`src/rtl/n1_sbus_pkg.sv`:
```
// Shared types and defaults for the N1 stack bus arbiter.
package n1_sbus_pkg;

  typedef enum logic [1:0] {
    IDLE = 2'd0,
    ADDR = 2'd1,
    DATA = 2'd2
  } sbus_state_e;

  localparam logic PS = 1'b0;
  localparam logic RS = 1'b1;

  localparam int DEF_SP_WIDTH   = 12;
  localparam int DEF_CELL_WIDTH = 16;
  localparam int DEF_TO_CYCLES  = 255;

  // A disabled timeout (0 cycles) still needs a one-bit counter to stay legal.
  function automatic int to_cnt_width(input int to_cycles);
    return (to_cycles > 0) ? $clog2(to_cycles + 1) : 1;
  endfunction

endpackage

```
`src/rtl/n1_sbus_arb_if.sv`:
```
// Pipelined Wishbone stack bus between the arbiter (master) and stack memory (slave).
interface n1_sbus_arb_if #(
  parameter int CELL_WIDTH = 16
);
  // Handshake: the address phase is accepted in any cycle with stb && !stall;
  // the data phase completes in the cycle ack is high while cyc is held.
  logic                  cyc;
  logic                  stb;
  logic                  we;
  logic [CELL_WIDTH-1:0] dat_w;
  logic [CELL_WIDTH-1:0] dat_r;
  logic                  ack;
  logic                  stall;

  modport master (output cyc, stb, we, dat_w, input dat_r, ack, stall);
  modport slave  (input cyc, stb, we, dat_w, output dat_r, ack, stall);

endinterface

```
`src/rtl/n1_sbus_rr.sv`:
```
// Two-requester round-robin picker; the stack not served last wins a tie.
module n1_sbus_rr
  import n1_sbus_pkg::*;
(
  input  logic       clk,
  input  logic       rst_n,
  input  logic [1:0] req,
  input  logic       upd,
  input  logic       upd_sel,
  output logic       gnt_vld,
  output logic       gnt_sel
);

  logic last_q;

  // Reset value RS makes PS the favoured stack out of reset.
  always_ff @(posedge clk or negedge rst_n) begin
    if (!rst_n) begin
      last_q <= RS;
    end else if (upd) begin
      last_q <= upd_sel;
    end
  end

  assign gnt_vld = |req;
  assign gnt_sel = (&req) ? ~last_q : req[1];

endmodule

```
`src/rtl/n1_sbus_arb.sv`:
```
// Stack bus arbiter: grants PS/RS spill and fill requests and runs one Wishbone
// transfer at a time, steering the stack AGU so each completed transfer moves one pointer.
module n1_sbus_arb
  import n1_sbus_pkg::*;
#(
  parameter int SP_WIDTH   = DEF_SP_WIDTH,
  parameter int CELL_WIDTH = DEF_CELL_WIDTH,
  parameter int TO_CYCLES  = DEF_TO_CYCLES
) (
  input  logic                  clk_i,
  input  logic                  async_rst_i,
  input  logic                  ps_push_req_i,
  input  logic                  ps_pull_req_i,
  input  logic                  rs_push_req_i,
  input  logic                  rs_pull_req_i,
  input  logic [CELL_WIDTH-1:0] ps_wdat_i,
  input  logic [CELL_WIDTH-1:0] rs_wdat_i,
  output logic                  ps_ack_o,
  output logic                  rs_ack_o,
  output logic [CELL_WIDTH-1:0] rdat_o,
  n1_sbus_arb_if.master         sbus,
  output logic                  arb2sagu_hold_o,
  output logic                  arb2sagu_stack_sel_o,
  output logic                  arb2sagu_push_o,
  output logic                  arb2sagu_pull_o,
  input  logic                  sagu2arb_psof_i,
  input  logic                  sagu2arb_rsof_i,
  input  logic                  sagu2arb_lps_empty_i,
  input  logic                  sagu2arb_lrs_empty_i,
  output logic                  arb2excpt_psuf_o,
  output logic                  arb2excpt_rsuf_o,
  output logic                  arb2excpt_psof_o,
  output logic                  arb2excpt_rsof_o,
  output logic                  arb2excpt_to_o,
  output sbus_state_e           dbg_state_o
);

  localparam int TW = to_cnt_width(TO_CYCLES);
  localparam logic [TW-1:0] TO_LAST = TW'((TO_CYCLES > 0) ? TO_CYCLES - 1 : 0);

  if (SP_WIDTH < 1 || CELL_WIDTH < 1) begin : g_bad_width
    $error("n1_sbus_arb: SP_WIDTH and CELL_WIDTH must be positive");
  end

  sbus_state_e           state_q;
  logic                  sel_q, dir_q, xfer_q;
  logic                  cyc_q, stb_q, we_q;
  logic [CELL_WIDTH-1:0] dat_q, rdat_q;
  logic [TW-1:0]         to_cnt_q;
  logic                  ps_ack_q, rs_ack_q;
  logic                  psof_q, rsof_q, psuf_q, rsuf_q, to_q;

  logic ps_req, rs_req, gnt_vld, gnt_sel, gnt_push, refuse, done, to_hit;

  // A requester keeps its level up during its ack cycle; masking it there
  // prevents the same request from being granted a second time.
  assign ps_req = (ps_push_req_i | ps_pull_req_i) & ~ps_ack_q;
  assign rs_req = (rs_push_req_i | rs_pull_req_i) & ~rs_ack_q;

  assign gnt_push = (gnt_sel == RS) ? rs_push_req_i : ps_push_req_i;
  assign refuse   = gnt_push ? ((gnt_sel == RS) ? sagu2arb_rsof_i : sagu2arb_psof_i)
                             : ((gnt_sel == RS) ? sagu2arb_lrs_empty_i : sagu2arb_lps_empty_i);
  assign done     = (state_q == DATA) && sbus.ack;
  assign to_hit   = (TO_CYCLES != 0) && (to_cnt_q == TO_LAST);

  n1_sbus_rr u_rr (
    .clk     (clk_i),
    .rst_n   (async_rst_i),
    .req     ({rs_req, ps_req}),
    .upd     (done),
    .upd_sel (sel_q),
    .gnt_vld (gnt_vld),
    .gnt_sel (gnt_sel)
  );

  always_ff @(posedge clk_i or negedge async_rst_i) begin
    if (!async_rst_i) begin
      state_q  <= IDLE;
      sel_q    <= PS;
      dir_q    <= 1'b0;
      xfer_q   <= 1'b0;
      cyc_q    <= 1'b0;
      stb_q    <= 1'b0;
      we_q     <= 1'b0;
      dat_q    <= '0;
      rdat_q   <= '0;
      to_cnt_q <= '0;
      ps_ack_q <= 1'b0;
      rs_ack_q <= 1'b0;
      psof_q   <= 1'b0;
      rsof_q   <= 1'b0;
      psuf_q   <= 1'b0;
      rsuf_q   <= 1'b0;
      to_q     <= 1'b0;
    end else begin
      ps_ack_q <= 1'b0;
      rs_ack_q <= 1'b0;
      psof_q   <= 1'b0;
      rsof_q   <= 1'b0;
      psuf_q   <= 1'b0;
      rsuf_q   <= 1'b0;
      to_q     <= 1'b0;
      case (state_q)
        IDLE: begin
          xfer_q <= 1'b0;
          if (gnt_vld && refuse) begin
            // Overflowing push or underflowing pull: answer at once, no bus cycle.
            ps_ack_q <= (gnt_sel == PS);
            rs_ack_q <= (gnt_sel == RS);
            psof_q   <= (gnt_sel == PS) &  gnt_push;
            psuf_q   <= (gnt_sel == PS) & ~gnt_push;
            rsof_q   <= (gnt_sel == RS) &  gnt_push;
            rsuf_q   <= (gnt_sel == RS) & ~gnt_push;
          end else if (gnt_vld) begin
            sel_q    <= gnt_sel;
            dir_q    <= gnt_push;
            xfer_q   <= 1'b1;
            cyc_q    <= 1'b1;
            stb_q    <= 1'b1;
            we_q     <= gnt_push;
            dat_q    <= (gnt_sel == RS) ? rs_wdat_i : ps_wdat_i;
            to_cnt_q <= '0;
            state_q  <= ADDR;
          end
        end
        ADDR: begin
          to_cnt_q <= to_cnt_q + TW'(1);
          if (to_hit) begin
            cyc_q   <= 1'b0;
            stb_q   <= 1'b0;
            to_q    <= 1'b1;
            state_q <= IDLE;
          end else if (!sbus.stall) begin
            stb_q   <= 1'b0;
            state_q <= DATA;
          end
        end
        DATA: begin
          to_cnt_q <= to_cnt_q + TW'(1);
          if (sbus.ack) begin
            cyc_q    <= 1'b0;
            rdat_q   <= sbus.dat_r;
            ps_ack_q <= (sel_q == PS);
            rs_ack_q <= (sel_q == RS);
            state_q  <= IDLE;
          end else if (to_hit) begin
            cyc_q   <= 1'b0;
            stb_q   <= 1'b0;
            to_q    <= 1'b1;
            state_q <= IDLE;
          end
        end
        default: state_q <= IDLE;
      endcase
    end
  end

  assign sbus.cyc   = cyc_q;
  assign sbus.stb   = stb_q;
  assign sbus.we    = we_q;
  assign sbus.dat_w = dat_q;

  // Hold drops combinationally in the ack cycle so the AGU commits with the transfer.
  assign arb2sagu_hold_o      = ~done;
  assign arb2sagu_stack_sel_o = sel_q;
  assign arb2sagu_push_o      = xfer_q &  dir_q;
  assign arb2sagu_pull_o      = xfer_q & ~dir_q;

  assign ps_ack_o         = ps_ack_q;
  assign rs_ack_o         = rs_ack_q;
  assign rdat_o           = rdat_q;
  assign arb2excpt_psof_o = psof_q;
  assign arb2excpt_rsof_o = rsof_q;
  assign arb2excpt_psuf_o = psuf_q;
  assign arb2excpt_rsuf_o = rsuf_q;
  assign arb2excpt_to_o   = to_q;
  assign dbg_state_o      = state_q;

endmodule

```
`src/flat_wrapper.sv`:
```
// flat-port wrapper written by rule: the top's interface ports become plain ports
module n1_sbus_arb_flat import n1_sbus_pkg::*;
#(
  parameter int SP_WIDTH   = DEF_SP_WIDTH,
  parameter int CELL_WIDTH = DEF_CELL_WIDTH,
  parameter int TO_CYCLES  = DEF_TO_CYCLES
)
  (clk_i, async_rst_i, ps_push_req_i, ps_pull_req_i, rs_push_req_i, rs_pull_req_i, ps_wdat_i, rs_wdat_i, ps_ack_o, rs_ack_o, rdat_o, arb2sagu_hold_o, arb2sagu_stack_sel_o, arb2sagu_push_o, arb2sagu_pull_o, sagu2arb_psof_i, sagu2arb_rsof_i, sagu2arb_lps_empty_i, sagu2arb_lrs_empty_i, arb2excpt_psuf_o, arb2excpt_rsuf_o, arb2excpt_psof_o, arb2excpt_rsof_o, arb2excpt_to_o, dbg_state_o, sbus_cyc, sbus_stb, sbus_we, sbus_dat_w, sbus_dat_r, sbus_ack, sbus_stall);
  n1_sbus_arb_if #(.CELL_WIDTH(CELL_WIDTH)) sbus_i ();
  input  logic clk_i;
  input  logic async_rst_i;
  input  logic ps_push_req_i;
  input  logic ps_pull_req_i;
  input  logic rs_push_req_i;
  input  logic rs_pull_req_i;
  input  logic [CELL_WIDTH-1:0] ps_wdat_i;
  input  logic [CELL_WIDTH-1:0] rs_wdat_i;
  output logic ps_ack_o;
  output logic rs_ack_o;
  output logic [CELL_WIDTH-1:0] rdat_o;
  output logic arb2sagu_hold_o;
  output logic arb2sagu_stack_sel_o;
  output logic arb2sagu_push_o;
  output logic arb2sagu_pull_o;
  input  logic sagu2arb_psof_i;
  input  logic sagu2arb_rsof_i;
  input  logic sagu2arb_lps_empty_i;
  input  logic sagu2arb_lrs_empty_i;
  output logic arb2excpt_psuf_o;
  output logic arb2excpt_rsuf_o;
  output logic arb2excpt_psof_o;
  output logic arb2excpt_rsof_o;
  output logic arb2excpt_to_o;
  output sbus_state_e dbg_state_o;
  output wire logic [$bits(sbus_i.cyc)-1:0] sbus_cyc;
  output wire logic [$bits(sbus_i.stb)-1:0] sbus_stb;
  output wire logic [$bits(sbus_i.we)-1:0] sbus_we;
  output wire logic [$bits(sbus_i.dat_w)-1:0] sbus_dat_w;
  input wire logic [$bits(sbus_i.dat_r)-1:0] sbus_dat_r;
  input wire logic [$bits(sbus_i.ack)-1:0] sbus_ack;
  input wire logic [$bits(sbus_i.stall)-1:0] sbus_stall;
  assign sbus_cyc = sbus_i.cyc;
  assign sbus_stb = sbus_i.stb;
  assign sbus_we = sbus_i.we;
  assign sbus_dat_w = sbus_i.dat_w;
  assign sbus_i.dat_r = sbus_dat_r;
  assign sbus_i.ack = sbus_ack;
  assign sbus_i.stall = sbus_stall;
  n1_sbus_arb #(.SP_WIDTH(SP_WIDTH), .CELL_WIDTH(CELL_WIDTH), .TO_CYCLES(TO_CYCLES)) u_core (.clk_i(clk_i), .async_rst_i(async_rst_i), .ps_push_req_i(ps_push_req_i), .ps_pull_req_i(ps_pull_req_i), .rs_push_req_i(rs_push_req_i), .rs_pull_req_i(rs_pull_req_i), .ps_wdat_i(ps_wdat_i), .rs_wdat_i(rs_wdat_i), .ps_ack_o(ps_ack_o), .rs_ack_o(rs_ack_o), .rdat_o(rdat_o), .sbus(sbus_i), .arb2sagu_hold_o(arb2sagu_hold_o), .arb2sagu_stack_sel_o(arb2sagu_stack_sel_o), .arb2sagu_push_o(arb2sagu_push_o), .arb2sagu_pull_o(arb2sagu_pull_o), .sagu2arb_psof_i(sagu2arb_psof_i), .sagu2arb_rsof_i(sagu2arb_rsof_i), .sagu2arb_lps_empty_i(sagu2arb_lps_empty_i), .sagu2arb_lrs_empty_i(sagu2arb_lrs_empty_i), .arb2excpt_psuf_o(arb2excpt_psuf_o), .arb2excpt_rsuf_o(arb2excpt_rsuf_o), .arb2excpt_psof_o(arb2excpt_psof_o), .arb2excpt_rsof_o(arb2excpt_rsof_o), .arb2excpt_to_o(arb2excpt_to_o), .dbg_state_o(dbg_state_o));
endmodule
```
`config.mk`:
```
export PLATFORM = sky130hd
export DESIGN_NAME = n1_sbus_arb_flat
export DESIGN_NICKNAME = d
export VERILOG_FILES = /design/src/rtl/n1_sbus_pkg.sv /design/src/rtl/n1_sbus_arb_if.sv /design/src/rtl/n1_sbus_rr.sv /design/src/rtl/n1_sbus_arb.sv /design/src/flat_wrapper.sv
export SDC_FILE = /design/constraint.sdc
export NUM_CORES = 1
export LEC_CHECK = 0
export CAP_MARGIN = 20
export CORE_UTILIZATION = 30
export CTS_BUF_LIST = sky130_fd_sc_hd__clkbuf_8
export CTS_CLUSTER_SIZE = 24
export DETAILED_ROUTE_END_ITERATION = 8
export HOLD_SLACK_MARGIN = 0.05
export PLACE_DENSITY = 0.59
export SETUP_SLACK_MARGIN = 0.1
export SLEW_MARGIN = 20
export SYNTH_ARGS = -nofsm -noshare
export SYNTH_HDL_FRONTEND = slang
export SYNTH_HIERARCHICAL = 1
export SYNTH_SLANG_ARGS = --single-unit
```
`constraint.sdc`:
```
create_clock -name clk_i -period 3.6 [get_ports clk_i]
set_input_delay 0.72 -clock clk_i [delete_from_list [all_inputs] [get_ports clk_i]]
set_output_delay 0.72 -clock clk_i [all_outputs]
set_load 0.01 [all_outputs]
```
# --- Word-level counts from Yosys, hierarchy flattened ---
# Index checks and enable logic that the tools add are counted.
word_totals:
  regBits: 55
  input_bits: 60
  out_inout_bits: 48
  word_cells: 105
op_classes:
  n_bitwise: 19
  n_reduce_logical: 14
  n_eq_ne: 9
  mux: 45
  n_addsub: 1
op_table:
  columns: ["cell", "count"]
  rows:
  - ["$mux 1", 29]
  - ["$mux 16", 1]
  - ["$mux 8", 2]
  - ["$pmux 8 s2", 1]
  - ["$mux 2", 6]
  - ["$not 1->1", 9]
  - ["$reduce_and 3->1", 3]
  - ["$add 8x1->8 const B", 1]
  - ["$and 1x1->1", 8]
  - ["$eq 8x8->1 const B", 1]
  - ["$ne 3x2->1 const B", 2]
  - ["$pmux 1 s2", 3]
  - ["$pmux 1 s3", 2]
  - ["$pmux 2 s3", 1]
  - ["$reduce_and 6->1", 1]
  - ["$ne 2x1->1 const B", 2]
  - ["$ne 2x2->1 const B", 2]
  - ["$reduce_and 2->1", 2]
  - ["$reduce_and 4->1", 1]
  - ["$reduce_or 2->1", 2]
  - ["$reduce_bool 3->1", 1]
  - ["$eq 2x1->1 const B", 1]
  - ["$eq 2x2->1 const B", 1]
  - ["$logic_and 1x1->1", 2]
  - ["3 further kinds", 4]

# --- Logic depth before layout (Yosys ltp) ---
depth:
  word_depth: 9
  ltp_mapped: 11
  mapped_depth_nobuf: 8

# --- Modules after synthesis ---
# Netlist, hierarchy kept.
by_module_without_submodules:
  columns: ["module", "area_per_inst_um2", "n_inst", "cells_per_inst", "seq_area_each_um2"]
  rows:
  - ["n1_sbus_arb", 2565.0, 1, 225, 1351.3]
  - ["n1_sbus_rr", 55.1, 1, 4, 26.3]

# --- Worst setup path after synthesis ---
# No wires, ideal clock.
synth_timing:
  kind: "input to register"
  start: "in rs_push_req_i"
  end: "reg u_core.sel_q (netlist: u_core/arb2sagu_stack_sel_o)"
  setup_time_ns: 0.125
  setup_slack_ns: 1.224
  t_arrival_ns: 2.251
  required_ns: 3.475
  n_path_buf: 2
  path_stages: 9
  path_cell_list: "nor2_1 -> nor2_1 -> a21boi_0 -> buf_6 -> mux2i_4 -> mux2i_1 -> nor2_2 -> buf_6 -> mux2_4"
synth_via:
  elab_chain_len: 9
  elab_cells_between_ends: 12
  cone_classes: "mux: 5; bitwise: 3; reduce/logical: 4"
synth_rtl:
  columns: ["item", "line", "source"]
  rows:
  - ["start: declaration", "flat_wrapper.sv:14", "input logic rs_push_req_i;"]
  - ["$or 1x1->1 (*)", "n1_sbus_arb.sv:58", "assign rs_req = (rs_push_req_i | rs_pull_req_i) & ~rs_ack_q;"]
  - ["$and 1x1->1 (*)", "n1_sbus_arb.sv:58", null]
  - ["via u_core.rs_req", "n1_sbus_arb.sv:53", "logic ps_req, rs_req, gnt_vld, gnt_sel, gnt_push, refuse, done, to_hit;"]
  - ["$reduce_and 2->1", "n1_sbus_rr.sv:26", "assign gnt_sel = (&req) ? ~last_q : req[1];"]
  - ["$mux 1 (*)", "n1_sbus_rr.sv:26", null]
  - ["via u_core.gnt_sel", "n1_sbus_arb.sv:53", null]
  - ["$mux 1, on equally long branches", "n1_sbus_arb.sv:62, n1_sbus_arb.sv:60, n1_sbus_arb.sv:61", null]
  - ["$mux 1", "n1_sbus_arb.sv:61", "assign refuse = gnt_push ? ((gnt_sel == RS) ? sagu2arb_rsof_i : sagu2arb_psof_i)"]
  - ["$logic_and 1x1->1", "n1_sbus_arb.sv:106", "if (gnt_vld && refuse) begin"]
  - ["$not 1->1 (no line)", null, null]
  - ["$reduce_and 3->1 (no line)", null, null]
  - ["end signal: assignment", "n1_sbus_arb.sv:115", "sel_q <= gnt_sel;"]
  - ["end: declaration", "n1_sbus_arb.sv:46", "logic sel_q, dir_q, xfer_q;"]
# Mark *: on every way through the listed nets, which the timed path passes. The rest lies on a longest branch.
# A chain may end at the register's enable or synchronous reset.

# --- Worst setup path in the final report ---
layout_timing:
  start: "in rs_push_req_i"
  end: "reg u_core.to_cnt_q[4]"
layout_via:
  elab_chain_len: 9
  elab_cells_between_ends: 13
  cone_classes: "eq/ne: 2; mux: 5; bitwise: 2; reduce/logical: 4"
layout_rtl:
  columns: ["item", "line", "source"]
  rows:
  - ["$or 1x1->1 (*)", "n1_sbus_arb.sv:58", null]
  - ["$and 1x1->1 (*)", "n1_sbus_arb.sv:58", null]
  - ["via u_core.rs_req", "n1_sbus_arb.sv:53", null]
  - ["$reduce_and 2->1", "n1_sbus_rr.sv:26", null]
  - ["$mux 1 (*)", "n1_sbus_rr.sv:26", null]
  - ["via u_core.gnt_sel", "n1_sbus_arb.sv:53", null]
  - ["$mux 1, on equally long branches", "n1_sbus_arb.sv:62, n1_sbus_arb.sv:60, n1_sbus_arb.sv:61", null]
  - ["$mux 1 (*)", "n1_sbus_arb.sv:61", null]
  - ["$logic_and 1x1->1 (*)", "n1_sbus_arb.sv:106", null]
  - ["$ne 2x2->1 (no line) (*)", null, null]
  - ["$reduce_and 3->1 (no line) (*)", null, null]
  - ["end signal: assignment", "n1_sbus_arb.sv:127", "to_cnt_q <= to_cnt_q + TW'(1);"]
  - ["end signal: assignment", "n1_sbus_arb.sv:139", "to_cnt_q <= to_cnt_q + TW'(1);"]
  - ["end: declaration", "n1_sbus_arb.sv:49", "logic [TW-1:0] to_cnt_q;"]
# Marks and branches as above.

==> flow_metrics.env <==
export IMPL_run_status="completed"
export IMPL_dp_hpwl_mm=4.741
export IMPL_critical_path_max_stage_delay_ps=600
export IMPL_leakage_power_figure_nw=1.671
export IMPL_report_final_setup_viol=0
export IMPL_critical_path_reg2reg_startpoint="u_core/rs_ack_o"
export IMPL_maxCapViolCount=0
export IMPL_yosysSeqAreaShare=0.5258
export IMPL_dieWidth_um=95.45
export IMPL_gp_congestion=0.7125
export IMPL_cts_hold_fix_buffers=0
export IMPL_totalNegativeSetupSlack_ps=0
export IMPL_cts_root_buffer="sky130_fd_sc_hd__clkbuf_8"
export IMPL_multi_input_area_um2=1162
export IMPL_postCtsSetupRepairBufs=0
export IMPL_rsz0062_at_grt="no"
export IMPL_p_switching_mw=1.145
export IMPL_ratio_of_final_minimum_period_to_clock_period=0.8158
export IMPL_cp_max_fo=7
export IMPL_finish_net_count=403
export IMPL_placed_area_um2=3810
export IMPL_max_freq_mhz=340.5
export IMPL_drt_vias_per_instance=4.775
export IMPL_crit_type="input pin to flip-flop"
export IMPL_synth_nets=294
export IMPL_switching_share=0.3752
export IMPL_route_detailed_drc=0
export IMPL_crit_path_start_kind="input pin"
export IMPL_cellInternalPower_mw=1.907
export IMPL_floorplan_initialDensity=0.3141
export IMPL_power_density_nw_per_um2=782.4
export IMPL_grt_first_pass_wirelength_mm=10.20
export IMPL_ff2ff_setup_slack_ps=1340
export IMPL_drv_slew=0
export IMPL_grt_max_degree=34
export IMPL_die_area_um2=9111
export IMPL_ant_nets=0
export IMPL_detailedRoute_firstIterationViolations=80
export IMPL_global_route_overflow_total=0
export IMPL_worstMarginPinSlew_ps=562.6
export IMPL_flow_area_growth_from_synthesis_pct=48.90
export IMPL_cpMostUsedCell="sky130_fd_sc_hd__nor2_1"
export IMPL_ys_async_sr_fraction=1.000
export IMPL_clk_insertion_delay_late_ps=310
export IMPL_fp_row_count=33
export IMPL_num_vias=2120
export IMPL_clk_transition_reported_paths_ps=110
export IMPL_holdCritPathClass="input pin to asynchronous set/reset pin"
export IMPL_post_place_cells=436
export IMPL_synth_area_um2=2620
export IMPL_yosys_register_bits=55
export IMPL_die_height_um=95.45
export IMPL_vias_in_the_first_global_route=2149
export IMPL_r2r_end="u_core/to_cnt_q[4]"
export IMPL_slew_headroom=0.6249
export IMPL_post_route_min_period_ps=2937
export IMPL_final_hold_violation_count=0
export IMPL_fp_coreArea_um2=8341
export IMPL_cts_tree="done"
export IMPL_drt_first_pass_iters=4
export IMPL_detail_route_wirelength_mm=6.358
export IMPL_cts_buffers=5
export IMPL_synth_edff_count=0
export IMPL_critical_path_buf_inv_count=1
export IMPL_seq_power_share=0.344
export IMPL_n_antenna_cell=0
export IMPL_grtUsageTotal=0.1459
export IMPL_crit_required_ps=3800
export IMPL_wl_per_cell_um=14.32
export IMPL_gate_count_after_technology_mapping=229
export IMPL_clock_skew_final_ps=13.09
export IMPL_register_cell_area_after_layout_um2=1378
export IMPL_critical_path_arrival_ps=3140
export IMPL_design_area_um2=3901
export IMPL_critical_path_s_slowest_cell="sky130_fd_sc_hd__clkdlybuf4s50_1"
export IMPL_reg2regPathDepth=7
export IMPL_power_frac_comb=0.542
export IMPL_peakVddDrop_uv=277.8
export IMPL_h_tree_depth=2
export IMPL_num_io_pins=108
export IMPL_clock_tree_buffer_depth=2
export IMPL_crit_family="compound AO/OA/AOI/OAI gates"
export IMPL_whs_ps=388.6
export IMPL_instances_no_fill=444
export IMPL_ctsResizeCount=0
export IMPL_num_fill_cells=801
export IMPL_cp_end_kind="flip-flop"
export IMPL_synth_cell_types=41
export IMPL_crit_chain="clkdlybuf4s50_1 > nor2_1 > nor2_1 > a21boi_4 > mux2i_4 > mux2i_1 > nor2_2 > a21oi_2 > a221o_1"
export IMPL_yosys_warnings=6
export IMPL_synth_ff_type="sky130_fd_sc_hd__dfrtp_1"
export IMPL_placement_io_buffers=107
export IMPL_number_of_antenna_violations_at_the_first_check_in_global_routing=0
export IMPL_p_clk_frac=0.114
export IMPL_cts_sink_count=55
export IMPL_syn_mean_instance_area_um2=11.44
export IMPL_post_route_cells_drive_above_1_share=0.1239
-- worst register-to-register path, delay by kind of cell, from the launching register on --
kind / cells / cell delay, ps
flops: 1 / 390
simple gates: 2 / 480
mux: 2 / 460
compound gates: 3 / 830
-- cells in the final DEF, fill, tap and decap left out, types with 2 or more instances in the layout --
cell type / Yosys / final
sky130_fd_sc_hd__mux2_2: 17 / 17
sky130_fd_sc_hd__nand2b_1: 2 / 2
sky130_fd_sc_hd__or2_2: 2 / 2
sky130_fd_sc_hd__nor3b_1: 3 / 3
sky130_fd_sc_hd__a21oi_2: 2 / 2
sky130_fd_sc_hd__clkdlybuf4s50_1: 0 / 106
sky130_fd_sc_hd__nand2_1: 10 / 10
sky130_fd_sc_hd__nor2_1: 23 / 23
sky130_fd_sc_hd__inv_1: 6 / 6
sky130_fd_sc_hd__nor2b_1: 3 / 3
sky130_fd_sc_hd__a221o_1: 5 / 5
sky130_fd_sc_hd__dfrtp_1: 54 / 54
sky130_fd_sc_hd__nand3_1: 5 / 5
sky130_fd_sc_hd__clkbuf_8: 0 / 5
sky130_fd_sc_hd__o2bb2ai_1: 3 / 3
sky130_fd_sc_hd__mux2_4: 2 / 2
sky130_fd_sc_hd__mux2i_1: 21 / 21
sky130_fd_sc_hd__nor3_1: 5 / 5
sky130_fd_sc_hd__a21boi_0: 3 / 2
sky130_fd_sc_hd__and3_1: 5 / 5
sky130_fd_sc_hd__nand4_1: 3 / 3
sky130_fd_sc_hd__o21ai_0: 3 / 3
sky130_fd_sc_hd__a21oi_1: 20 / 20
sky130_fd_sc_hd__buf_4: 0 / 4
sky130_fd_sc_hd__a21o_1: 2 / 2
sky130_fd_sc_hd__ha_1: 5 / 5
-- final cells by class --
| cell class | count | area share |
|---|---|---|
| multi-input cells | 158 | 0.2979 |
| repair buffers | 112 | 0.2861 |
| clock inverters | 3 | 0.005773 |
| clock buffers | 5 | 0.01764 |
| inverters | 6 | 0.005773 |
| well taps | 105 | 0.03368 |
| flip-flops and latches | 55 | 0.3531 |
-- flip-flops by register name, indices dropped and copies added, names as in the netlist --
name and flops:
u_core/u_rr/last_q 1, u_core/ps_ack_o 1, u_core/rdat_o 16, u_core/arb2excpt_rsuf_o 1
u_core/to_cnt_q 8, u_core/sbus.cyc 1, u_core/arb2excpt_psuf_o 1, u_core/arb2excpt_psof_o 1
u_core/sbus.dat_w 16, u_core/sbus.stb 1, u_core/rs_ack_o 1, u_core/xfer_q 1
u_core/sbus.we 1, u_core/arb2excpt_to_o 1, u_core/arb2sagu_stack_sel_o 1, u_core/arb2excpt_rsof_o 1
u_core/dbg_state_o 2
-- worst max path at each step --
stage               slack (ps)  depth (start not counted)                          end     startpoint
floorplan                 1220                          9  u_core/arb2sagu_stack_sel_o  rs_push_req_i
global placement           380                          9           u_core/to_cnt_q[4]  rs_push_req_i
detailed placement         310                          9           u_core/to_cnt_q[4]  rs_push_req_i
CTS                        660                          9           u_core/to_cnt_q[2]  rs_push_req_i
global route               510                          9           u_core/to_cnt_q[7]  rs_push_req_i
finish                     660                          9           u_core/to_cnt_q[4]  rs_push_req_i
-- layer usage --
metal  global-route usage  routed length (µm)
met5                    0                   0
met4              0.03731                  35
met3              0.05024                 421
met2               0.2488                3159
met1               0.1754                2742
-- cells in the mapped netlist (3+ instances only) --
cell,n,share of area
sky130_fd_sc_hd__dfrtp_1,54,0.52
sky130_fd_sc_hd__nor2_1,23,0.033
sky130_fd_sc_hd__mux2i_1,21,0.080
sky130_fd_sc_hd__a21oi_1,20,0.038
sky130_fd_sc_hd__mux2_2,17,0.073
sky130_fd_sc_hd__nand2_1,10,0.014
sky130_fd_sc_hd__inv_1,6,0.0086
sky130_fd_sc_hd__a221o_1,5,0.019
sky130_fd_sc_hd__and3_1,5,0.012
sky130_fd_sc_hd__clkbuf_1,5,0.0072
sky130_fd_sc_hd__ha_1,5,0.024
sky130_fd_sc_hd__nand3_1,5,0.0095
sky130_fd_sc_hd__nor3_1,5,0.0095
sky130_fd_sc_hd__buf_6,4,0.017
sky130_fd_sc_hd__a21boi_0,3,0.0086
sky130_fd_sc_hd__nand4_1,3,0.0072
sky130_fd_sc_hd__nor2b_1,3,0.0072
sky130_fd_sc_hd__nor3b_1,3,0.0086
sky130_fd_sc_hd__o21ai_0,3,0.0057
sky130_fd_sc_hd__o2bb2ai_1,3,0.010
-- power by group through the flow --
stage / logic [mW] / clock network, mW / registers [mW]
5_1_grt: 1.80 / 0.390 / 1.09
4_1_cts: 1.67 / 0.368 / 1.05
3_5_place_dp: 1.67 / 0 / 1.06
6_report: 1.65 / 0.349 / 1.05
3_3_place_gp: 1.65 / 0 / 1.06
2_1_floorplan: 0.836 / 0 / 1.15
-- cell families after synthesis --
family                   after synthesis  synth area share
flip-flops                            55            0.5258
multiplexers                          41            0.1734
buffers and inverters                 16           0.03486
adder cells (fa/ha/maj)                5           0.02388
AND/OR/NAND/NOR                       66            0.1246
AO/OA/AOI/OAI                         46            0.1175
-- stage by stage --
step | setup WS (ps) | util | power (mW)
after CTS | 661.6 | 0.4677 | 3.095
final | 663.2 | 0.4677 | 3.052
after detailed placement | 311.4 | 0.4568 | 2.732
after global routing | 507.7 | 0.4677 | 3.272
after global placement | 377.5 | 0.4568 | 2.709
after floorplan | 1224 | - | 1.983
Power figures use the tool's default switching activity.
